$ cat src/rtl/arp_crypto_check_pkg.sv
// arp_crypto_check_pkg: shared constants, FSM states and beat record for the ARP key checker
package arp_crypto_check_pkg;
   localparam int          AXIS_DATA_W      = 256;
   localparam int          AXIS_USER_W      = 128;
   localparam int          AXIS_KEEP_W      = AXIS_DATA_W / 8;
   localparam logic [15:0] ETHERTYPE_ARP_LE = 16'h0608;
   localparam int          KEY_LO_BIT       = 80;
   localparam int          KEY_HI_BIT       = 207;
   localparam int          KEY_BYTES        = 16;
   localparam int          KEY_END_BYTE     = (KEY_HI_BIT + 1) / 8;
   localparam logic [31:0] ARP_LAST_TKEEP   = 32'h0000_03FF;

   typedef enum logic [2:0] {
      ST_IDLE,
      ST_CHECK,
      ST_EMIT,
      ST_PASS,
      ST_DROP
   } state_t;

   typedef struct packed {
      logic [AXIS_DATA_W-1:0] tdata;
      logic [AXIS_KEEP_W-1:0] tkeep;
      logic [AXIS_USER_W-1:0] tuser;
      logic                   tlast;
   } beat_t;

   // The ethertype sits byte-swapped in bytes 12..13 of the first beat
   function automatic logic is_arp(input logic [AXIS_DATA_W-1:0] d);
      return d[111:96] == ETHERTYPE_ARP_LE;
   endfunction
endpackage

$ cat src/rtl/arp_crypto_check_if.sv
// arp_crypto_check_if: one AXI-Stream channel with master/slave views
interface arp_crypto_check_if
   import arp_crypto_check_pkg::*;
#(
   parameter int DATA_W = AXIS_DATA_W,
   parameter int USER_W = AXIS_USER_W
) ();
   logic [DATA_W-1:0]   tdata;
   logic [DATA_W/8-1:0] tkeep;
   logic [USER_W-1:0]   tuser;
   logic                tvalid;
   logic                tready;
   logic                tlast;

   modport master (output tdata, output tkeep, output tuser, output tvalid, output tlast, input tready);
   modport slave  (input tdata, input tkeep, input tuser, input tvalid, input tlast, output tready);
endinterface

$ cat src/rtl/arp_crypto_check_sat_counter.sv
// arp_sat_counter: event counter that sticks at all ones; clear wins over increment
module arp_sat_counter #(
   parameter int CNT_WIDTH = 32
) (
   input  logic                 clk,
   input  logic                 rst_n,
   input  logic                 i_inc,
   input  logic                 i_clr,
   output logic [CNT_WIDTH-1:0] o_cnt
);
   logic [CNT_WIDTH-1:0] r_cnt;

   // count events, hold at the top, clear on request
   always_ff @(posedge clk or negedge rst_n) begin
      if (!rst_n)                    r_cnt <= '0;
      else if (i_clr)                r_cnt <= '0;
      else if (i_inc && r_cnt != '1) r_cnt <= r_cnt + 1'b1;
   end

   assign o_cnt = r_cnt;
endmodule

$ cat src/rtl/arp_crypto_check.sv
// arp_crypto_check: verifies the key in ARP beat 2, strips it on match, drops the packet otherwise
module arp_crypto_check
   import arp_crypto_check_pkg::*;
#(
   parameter int C_M_AXIS_DATA_WIDTH  = 256,
   parameter int C_S_AXIS_DATA_WIDTH  = 256,
   parameter int C_M_AXIS_TUSER_WIDTH = 128,
   parameter int C_S_AXIS_TUSER_WIDTH = 128,
   parameter int CNT_WIDTH            = 32
) (
   input  logic                      axis_aclk,
   input  logic                      axis_resetn,
   arp_crypto_check_if.slave         s_axis,
   arp_crypto_check_if.master        m_axis,
   input  logic [8*KEY_BYTES-1:0]    key_i,
   input  logic                      enable_i,
   input  logic                      clear_counters,
   output logic [CNT_WIDTH-1:0]      arp_ok_cnt,
   output logic [CNT_WIDTH-1:0]      arp_drop_cnt
);
   state_t r_state, w_next;
   beat_t  r_out, r_hold1, r_hold2, w_in, w_load_beat;
   logic   r_out_valid, r_h2_end, r_live;
   logic   w_out_free, w_ready, w_acc, w_sop_arp, w_match;
   logic   w_load, w_cap1, w_cap2, w_ok_inc, w_drop_inc;

   assign w_in       = {s_axis.tdata[C_S_AXIS_DATA_WIDTH-1:0], s_axis.tkeep,
                        s_axis.tuser[C_S_AXIS_TUSER_WIDTH-1:0], s_axis.tlast};
   assign w_out_free = !r_out_valid || m_axis.tready;
   // r_live keeps tready low while reset is asserted and for the first edge after it
   assign w_ready    = r_live && (r_state == ST_EMIT ? 1'b0 : r_state == ST_DROP ? 1'b1 : w_out_free);
   assign w_acc      = s_axis.tvalid && w_ready;
   assign w_sop_arp  = is_arp(w_in.tdata) && enable_i;
   assign w_match    = (w_in.tdata[KEY_HI_BIT:KEY_LO_BIT] == key_i) && (&w_in.tkeep[KEY_END_BYTE-1:0]);

   // next state, output-register load selection and counter events
   always_comb begin
      w_next      = r_state;
      w_load      = 1'b0;
      w_load_beat = w_in;
      w_cap1      = 1'b0;
      w_cap2      = 1'b0;
      w_ok_inc    = 1'b0;
      w_drop_inc  = 1'b0;
      case (r_state)
         ST_IDLE: begin
            if (w_acc && w_sop_arp) begin
               if (w_in.tlast) w_drop_inc = 1'b1;
               else begin
                  w_cap1 = 1'b1;
                  w_next = ST_CHECK;
               end
            end else if (w_acc) begin
               w_load = 1'b1;
               w_next = w_in.tlast ? ST_IDLE : ST_PASS;
            end
         end
         ST_CHECK: begin
            if (w_acc && w_match) begin
               w_load                  = 1'b1;
               w_load_beat             = r_hold1;
               w_load_beat.tuser[15:0] = r_hold1.tuser[15:0] - 16'(KEY_BYTES);
               w_cap2                  = 1'b1;
               w_ok_inc                = 1'b1;
               w_next                  = ST_EMIT;
            end else if (w_acc) begin
               w_drop_inc = 1'b1;
               w_next     = w_in.tlast ? ST_IDLE : ST_DROP;
            end
         end
         ST_EMIT: begin
            if (w_out_free) begin
               w_load      = 1'b1;
               w_load_beat = r_hold2;
               w_next      = r_h2_end ? ST_IDLE : ST_DROP;
            end
         end
         ST_PASS: begin
            if (w_acc) begin
               w_load = 1'b1;
               w_next = w_in.tlast ? ST_IDLE : ST_PASS;
            end
         end
         ST_DROP: begin
            if (w_acc && w_in.tlast) w_next = ST_IDLE;
         end
         default: w_next = ST_IDLE;
      endcase
   end

   // state register; any partial packet is abandoned on reset
   always_ff @(posedge axis_aclk or negedge axis_resetn) begin
      if (!axis_resetn) begin
         r_state <= ST_IDLE;
         r_live  <= 1'b0;
      end else begin
         r_state <= w_next;
         r_live  <= 1'b1;
      end
   end

   // one-entry output register, held while downstream stalls
   always_ff @(posedge axis_aclk or negedge axis_resetn) begin
      if (!axis_resetn) begin
         r_out       <= '0;
         r_out_valid <= 1'b0;
      end else if (w_load) begin
         r_out       <= w_load_beat;
         r_out_valid <= 1'b1;
      end else if (m_axis.tready) begin
         r_out_valid <= 1'b0;
      end
   end

   // hold the ARP header beat until the key is judged, then the trimmed tail beat
   always_ff @(posedge axis_aclk or negedge axis_resetn) begin
      if (!axis_resetn) begin
         r_hold1  <= '0;
         r_hold2  <= '0;
         r_h2_end <= 1'b0;
      end else begin
         if (w_cap1) r_hold1 <= w_in;
         if (w_cap2) begin
            r_hold2  <= {AXIS_DATA_W'(w_in.tdata[KEY_LO_BIT-1:0]), ARP_LAST_TKEEP, w_in.tuser, 1'b1};
            r_h2_end <= w_in.tlast;
         end
      end
   end

   assign s_axis.tready = w_ready;
   assign m_axis.tdata  = r_out.tdata[C_M_AXIS_DATA_WIDTH-1:0];
   assign m_axis.tkeep  = r_out.tkeep;
   assign m_axis.tuser  = r_out.tuser[C_M_AXIS_TUSER_WIDTH-1:0];
   assign m_axis.tlast  = r_out.tlast;
   assign m_axis.tvalid = r_out_valid;

   arp_sat_counter #(.CNT_WIDTH(CNT_WIDTH)) u_ok (
      .clk   (axis_aclk),
      .rst_n (axis_resetn),
      .i_inc (w_ok_inc),
      .i_clr (clear_counters),
      .o_cnt (arp_ok_cnt)
   );

   arp_sat_counter #(.CNT_WIDTH(CNT_WIDTH)) u_drop (
      .clk   (axis_aclk),
      .rst_n (axis_resetn),
      .i_inc (w_drop_inc),
      .i_clr (clear_counters),
      .o_cnt (arp_drop_cnt)
   );
endmodule
$ cat src/flat_wrapper.sv
// flat-port wrapper written by rule: the top's interface ports become plain ports
module arp_crypto_check_flat import arp_crypto_check_pkg::*;
#(
   parameter int C_M_AXIS_DATA_WIDTH  = 256,
   parameter int C_S_AXIS_DATA_WIDTH  = 256,
   parameter int C_M_AXIS_TUSER_WIDTH = 128,
   parameter int C_S_AXIS_TUSER_WIDTH = 128,
   parameter int CNT_WIDTH            = 32
)
  (axis_aclk, axis_resetn, key_i, enable_i, clear_counters, arp_ok_cnt, arp_drop_cnt, s_axis_tdata, s_axis_tkeep, s_axis_tuser, s_axis_tvalid, s_axis_tlast, s_axis_tready, m_axis_tdata, m_axis_tkeep, m_axis_tuser, m_axis_tvalid, m_axis_tlast, m_axis_tready);
  arp_crypto_check_if s_axis_i ();
  arp_crypto_check_if m_axis_i ();
  input  logic axis_aclk;
  input  logic axis_resetn;
  input  logic [8*KEY_BYTES-1:0] key_i;
  input  logic enable_i;
  input  logic clear_counters;
  output logic [CNT_WIDTH-1:0] arp_ok_cnt;
  output logic [CNT_WIDTH-1:0] arp_drop_cnt;
  input wire logic [$bits(s_axis_i.tdata)-1:0] s_axis_tdata;
  input wire logic [$bits(s_axis_i.tkeep)-1:0] s_axis_tkeep;
  input wire logic [$bits(s_axis_i.tuser)-1:0] s_axis_tuser;
  input wire logic [$bits(s_axis_i.tvalid)-1:0] s_axis_tvalid;
  input wire logic [$bits(s_axis_i.tlast)-1:0] s_axis_tlast;
  output wire logic [$bits(s_axis_i.tready)-1:0] s_axis_tready;
  output wire logic [$bits(m_axis_i.tdata)-1:0] m_axis_tdata;
  output wire logic [$bits(m_axis_i.tkeep)-1:0] m_axis_tkeep;
  output wire logic [$bits(m_axis_i.tuser)-1:0] m_axis_tuser;
  output wire logic [$bits(m_axis_i.tvalid)-1:0] m_axis_tvalid;
  output wire logic [$bits(m_axis_i.tlast)-1:0] m_axis_tlast;
  input wire logic [$bits(m_axis_i.tready)-1:0] m_axis_tready;
  assign s_axis_i.tdata = s_axis_tdata;
  assign s_axis_i.tkeep = s_axis_tkeep;
  assign s_axis_i.tuser = s_axis_tuser;
  assign s_axis_i.tvalid = s_axis_tvalid;
  assign s_axis_i.tlast = s_axis_tlast;
  assign s_axis_tready = s_axis_i.tready;
  assign m_axis_tdata = m_axis_i.tdata;
  assign m_axis_tkeep = m_axis_i.tkeep;
  assign m_axis_tuser = m_axis_i.tuser;
  assign m_axis_tvalid = m_axis_i.tvalid;
  assign m_axis_tlast = m_axis_i.tlast;
  assign m_axis_i.tready = m_axis_tready;
  arp_crypto_check #(.C_M_AXIS_DATA_WIDTH(C_M_AXIS_DATA_WIDTH), .C_S_AXIS_DATA_WIDTH(C_S_AXIS_DATA_WIDTH), .C_M_AXIS_TUSER_WIDTH(C_M_AXIS_TUSER_WIDTH), .C_S_AXIS_TUSER_WIDTH(C_S_AXIS_TUSER_WIDTH), .CNT_WIDTH(CNT_WIDTH)) u_core (.axis_aclk(axis_aclk), .axis_resetn(axis_resetn), .s_axis(s_axis_i), .m_axis(m_axis_i), .key_i(key_i), .enable_i(enable_i), .clear_counters(clear_counters), .arp_ok_cnt(arp_ok_cnt), .arp_drop_cnt(arp_drop_cnt));
endmodule
$ cat config.mk
export PLATFORM = sky130hd
export DESIGN_NAME = arp_crypto_check_flat
export DESIGN_NICKNAME = d
export VERILOG_FILES = /design/src/rtl/arp_crypto_check_pkg.sv /design/src/rtl/arp_crypto_check_if.sv /design/src/rtl/arp_crypto_check_sat_counter.sv /design/src/rtl/arp_crypto_check.sv /design/src/flat_wrapper.sv
export SDC_FILE = /design/constraint.sdc
export NUM_CORES = 2
export LEC_CHECK = 0
export ABC_AREA = 1
export BUFFER_PORTS_ARGS = -buffer_cell sky130_fd_sc_hd__buf_2
export CAP_MARGIN = 25
export CORE_MARGIN = 3
export CORE_UTILIZATION = 40
export CTS_CLUSTER_DIAMETER = 80
export DETAILED_ROUTE_END_ITERATION = 6
export PLACE_DENSITY = 0.72
export SYNTH_ARGS = -nofsm -noshare
export SYNTH_HDL_FRONTEND = slang
export SYNTH_SLANG_ARGS = --single-unit
$ cat constraint.sdc
create_clock -name axis_aclk -period 2.85 [get_ports axis_aclk]
set_input_delay 0.1425 -clock axis_aclk [delete_from_list [all_inputs] [get_ports axis_aclk]]
set_output_delay 0.1425 -clock axis_aclk [all_outputs]
set_load 0.05 [all_outputs]
==> flow_summary.toml <==
[global_route]
globalRoute.totalOverflow = 0
total_global_routing_track_utilization_pct = 32.32
pin_count_of_the_biggest_net_entering_global_routing = 115
first_global_vias = 63420
wire_length_of_the_first_global_routing_pass_mm = 395.1
antenna_found_initial = 65

[route]
drt-total-wl_mm = 263.5
avgViaCountPerCell = 5.337
drt.antenna.violating_nets = 0
vias = 66670
detailedRoute.firstIterationViolations = 7044
routed_wire_length_per_instance_um = 21.09
drt_first_pass_iters = 7
drc = 0

[timing]
grt_setup_unrepaired = "no"
fin_worst_skew_ns = 0.03718
max_slew.worst_pin.slew_ns = 0.8358
min_period_ns = 2.753
slew_viol_final = 0
timing.final.hold_violations = 0
total_negative_setup_slack_ns = 0
finalCritPeriodShare_pct = 96.61
max_freq_mhz = 363.2
setup_viol_count_final = 0
max-slew-margin-rel_pct = 44.09

[clock_network]
ctsLongestPathBuffers = 3
path_clk_slew_ns = 0.06
cts.root.buffer_cell = "clkbuf_16"
cts_tree = "done"
clkLatencyLatePin_ns = 0.76
cts_inserted_buffers = 134
cts_num_sinks = 1113
cts_max_level = 4

[floorplanning]
full_die_area_um2 = 158400
num_io_pins = 1034
placementRows = 143
initial_core_utilization_pct = 40.36
fp.dieW_um = 397.9
floorplan.die.height_um = 397.9
core-area_um2 = 152300

[synth]
netlist.area_leader.share_pct = 45.32
ys_ff_latch = 1113
syn_inst = 8867
synth_cell_types = 35
portion_of_the_post_synthesis_area_used_by_sequential_elements_pct = 45.32
synthTopCellsByArea = "dfrtp_1 (45%), nand2_1 (18%), inv_1 (7.1%)"
dominantRegCellSynth = "dfrtp_1"
yosysWarnings = 0
synthDominantAreaCellType = "dfrtp_1"
postSynthNetCount = 9421
netlist_area_um2 = 61450
synth_async_sr_flop_share_pct = 100.0
synthesis.area_per_instance_um2 = 6.930
synth_enable_flop_cells = 0

[final_layout]
final_cell_count_no_fill = 12490
finalNetCount = 10840
drive_gt1_share_pct = 16.45
most_common_cell_after_layout_fill_and_taps_aside = "nand2_1"
multi_input_area_um2 = 26770
n_fill_cell = 14290
regArea_um2 = 27850
layout.cells.most_common_list = "nand2_1 (2,884), inv_1 (1,161), dfrtp_1 (1,113), buf_2 (1,032), nor2_1 (860)"
area_growth_syn_to_layout_pct = 30.83

[placement]
place.detailed.hpwl_mm = 184.3
port_buffers = 1033
total_placed_cells_including_tap_cells = 11750
final_weighted_congestion_of_routability_driven_global_placement = 1.029

[setup_path]
path_max_fanout = 29
critical_path_arrival_ns = 3.42
critical_path_class = "input port to register"
timing.critical_path.to_type = "register"
worstSetupStartpointType = "input port"
required_time_worst_endpoint_ns = 3.52

[power]
power.leakage_nw = 40.59
post-layout-total-power_mw = 74.97
powerDensity_nw_per_um2 = 932.5
vdd_drop_max_mv = 0.8226

[status]
status = "finished clean"

[hold_path]
hp-class = "input port to register"

[flow_run]
maxCapViolCount = 0
[registers in the layout, summed over array words and instances (netlist names)]
name and flops:
u_core.r_h2_end 1, u_core.u_ok.o_cnt 32, u_core.m_axis.tdata 256, u_core.m_axis.tuser 128, u_core.r_hold1 417, u_core.m_axis.tvalid 1
u_core.u_drop.o_cnt 32, u_core.r_state 3, u_core.r_hold2 209, u_core.r_live 1, u_core.m_axis.tkeep 32, u_core.m_axis.tlast 1
[Yosys cell counts (8+ instances only)]
master	count
or2_2	11
o211ai_1	199
o21ai_0	660
nand4_1	256
buf_2	209
inv_2	49
inv_1	1163
xor2_1	52
xnor2_1	27
o21ai_1	8
nor2_1	862
a22oi_1	10
nor3_1	46
nand3_1	485
nand3b_1	28
buf_1	29
clkbuf_1	291
a21oi_1	420
nor4_1	15
nand2_1	2887
o21bai_1	9
buf_4	11
dfrtp_1	1113
[through the flow]
| step | setup WS [ns] | hold WS (ns) | util, % | cell area (um2) |
|---|---|---|---|---|
| finish | 0.09667 | 0.1144 | 52.80 | 80390 |
| global route | 0.01207 | 0.1308 | 52.77 | 80350 |
| CTS | 0.01941 | 0.02429 | 52.65 | 80160 |
| detailed placement | -0.4670 | 0.2227 | 46.84 | 71310 |
| global placement | -0.4425 | 0.2145 | 46.84 | 71310 |
| floorplan | 0.1912 | -0.1531 | - | 61450 |
[what timing repair did]
action / CTS / global route
buffers inserted: 0 / 2
hold buffers: 425 / 0
endpoints found under the hold margin: 1653 / 0
setup endpoints to repair: 0 / 418
resized for setup: 0 / 6
[per-layer routing]
layer / vias to the layer above / track usage [%] / share of wire, % / wire length [um]
met5: - / 0 / 0.024 / 64
met4: 10 / 19.13 / 6.7 / 17570
met3: 750 / 7.327 / 9.3 / 24410
met2: 3425 / 49.95 / 45 / 118100
met1: 31740 / 41.38 / 39 / 103300
li1: 30740 / - / - / -
[critical path, stage by stage]
cell	delay, ns
dlygate4sd3_1	0.59
buf_2	0.14
inv_1	0.05
nand2_1	0.05
nand2_1	0.10
nor2_1	0.23
nand2_1	0.08
nor2_1	0.11
nand2_1	0.10
nor2_1	0.11
buf_4	0.14
nand2_1	0.09
buf_4	0.16
nor2_4	0.12
buf_12	0.14
nand3_4	0.16
buf_12	0.22
buf_12	0.18
buf_12	0.16
nand2_1	0.07
nand3_1	0.09
a21oi_1	0.18
[area by class of cell]
type / count / share of cell area (%)
clock buffers: 184 / 4.745
clock inverters: 61 / 0.9556
diodes: 65 / 0.2023
well taps: 2030 / 3.159
flip-flops and latches: 1113 / 34.64
repair buffers: 1829 / 17.29
inverters: 1212 / 5.709
multi-input cells: 5998 / 33.30
[final timing paths]
check / start / end / slack (ns) / cells past startpoint
setup reg to reg: u_core.u_ok.o_cnt[2]$_DFFE_PN0P_ / u_core.u_ok.o_cnt[29]$_DFFE_PN0P_ / 0.27 / 8
hold / removal: s_axis_tkeep[9] / u_core.m_axis.tkeep[9]$_DFFE_PN0P_ / 0.11 / 5
max in group asynchronous: axis_resetn / u_core.r_hold1[45]$_DFFE_PN0P_ / 1.17 / 5
setup / recovery: s_axis_tdata[118] / u_core.m_axis.tdata[211]$_DFFE_PN0P_ / 0.1 / 22
min in group asynchronous: axis_resetn / u_core.m_axis.tdata[11]$_DFFE_PN0P_ / 0.51 / 3
hold reg to reg: u_core.r_hold1[267]$_DFFE_PN0P_ / u_core.r_hold1[267]$_DFFE_PN0P_ / 0.45 / 2
[power breakdown]
part / internal, mW / leakage, nW / switching, mW
combinational: 9.46 / 23.8 / 26.2
clock: 10.5 / 2.26 / 7.42
sequential: 18.9 / 14.5 / 2.48
total: 38.9 / 40.6 / 36.1
[kinds of logic (layout without fill, tap and decap cells)]
group	count (synthesis)	in the layout	share of synthesized area, %
AO/OA/AOI/OAI	1310	1310	11.59
XOR/XNOR	79	79	1.126
adder cells (fa/ha/maj)	3	3	0.06109
buffers and inverters	1756	3286	11.27
flip-flops	1113	1113	45.32
other	1	66	0.006103
AND/OR/NAND/NOR	4605	4605	30.63
No activity file was read; power rests on OpenSTA's default activity.
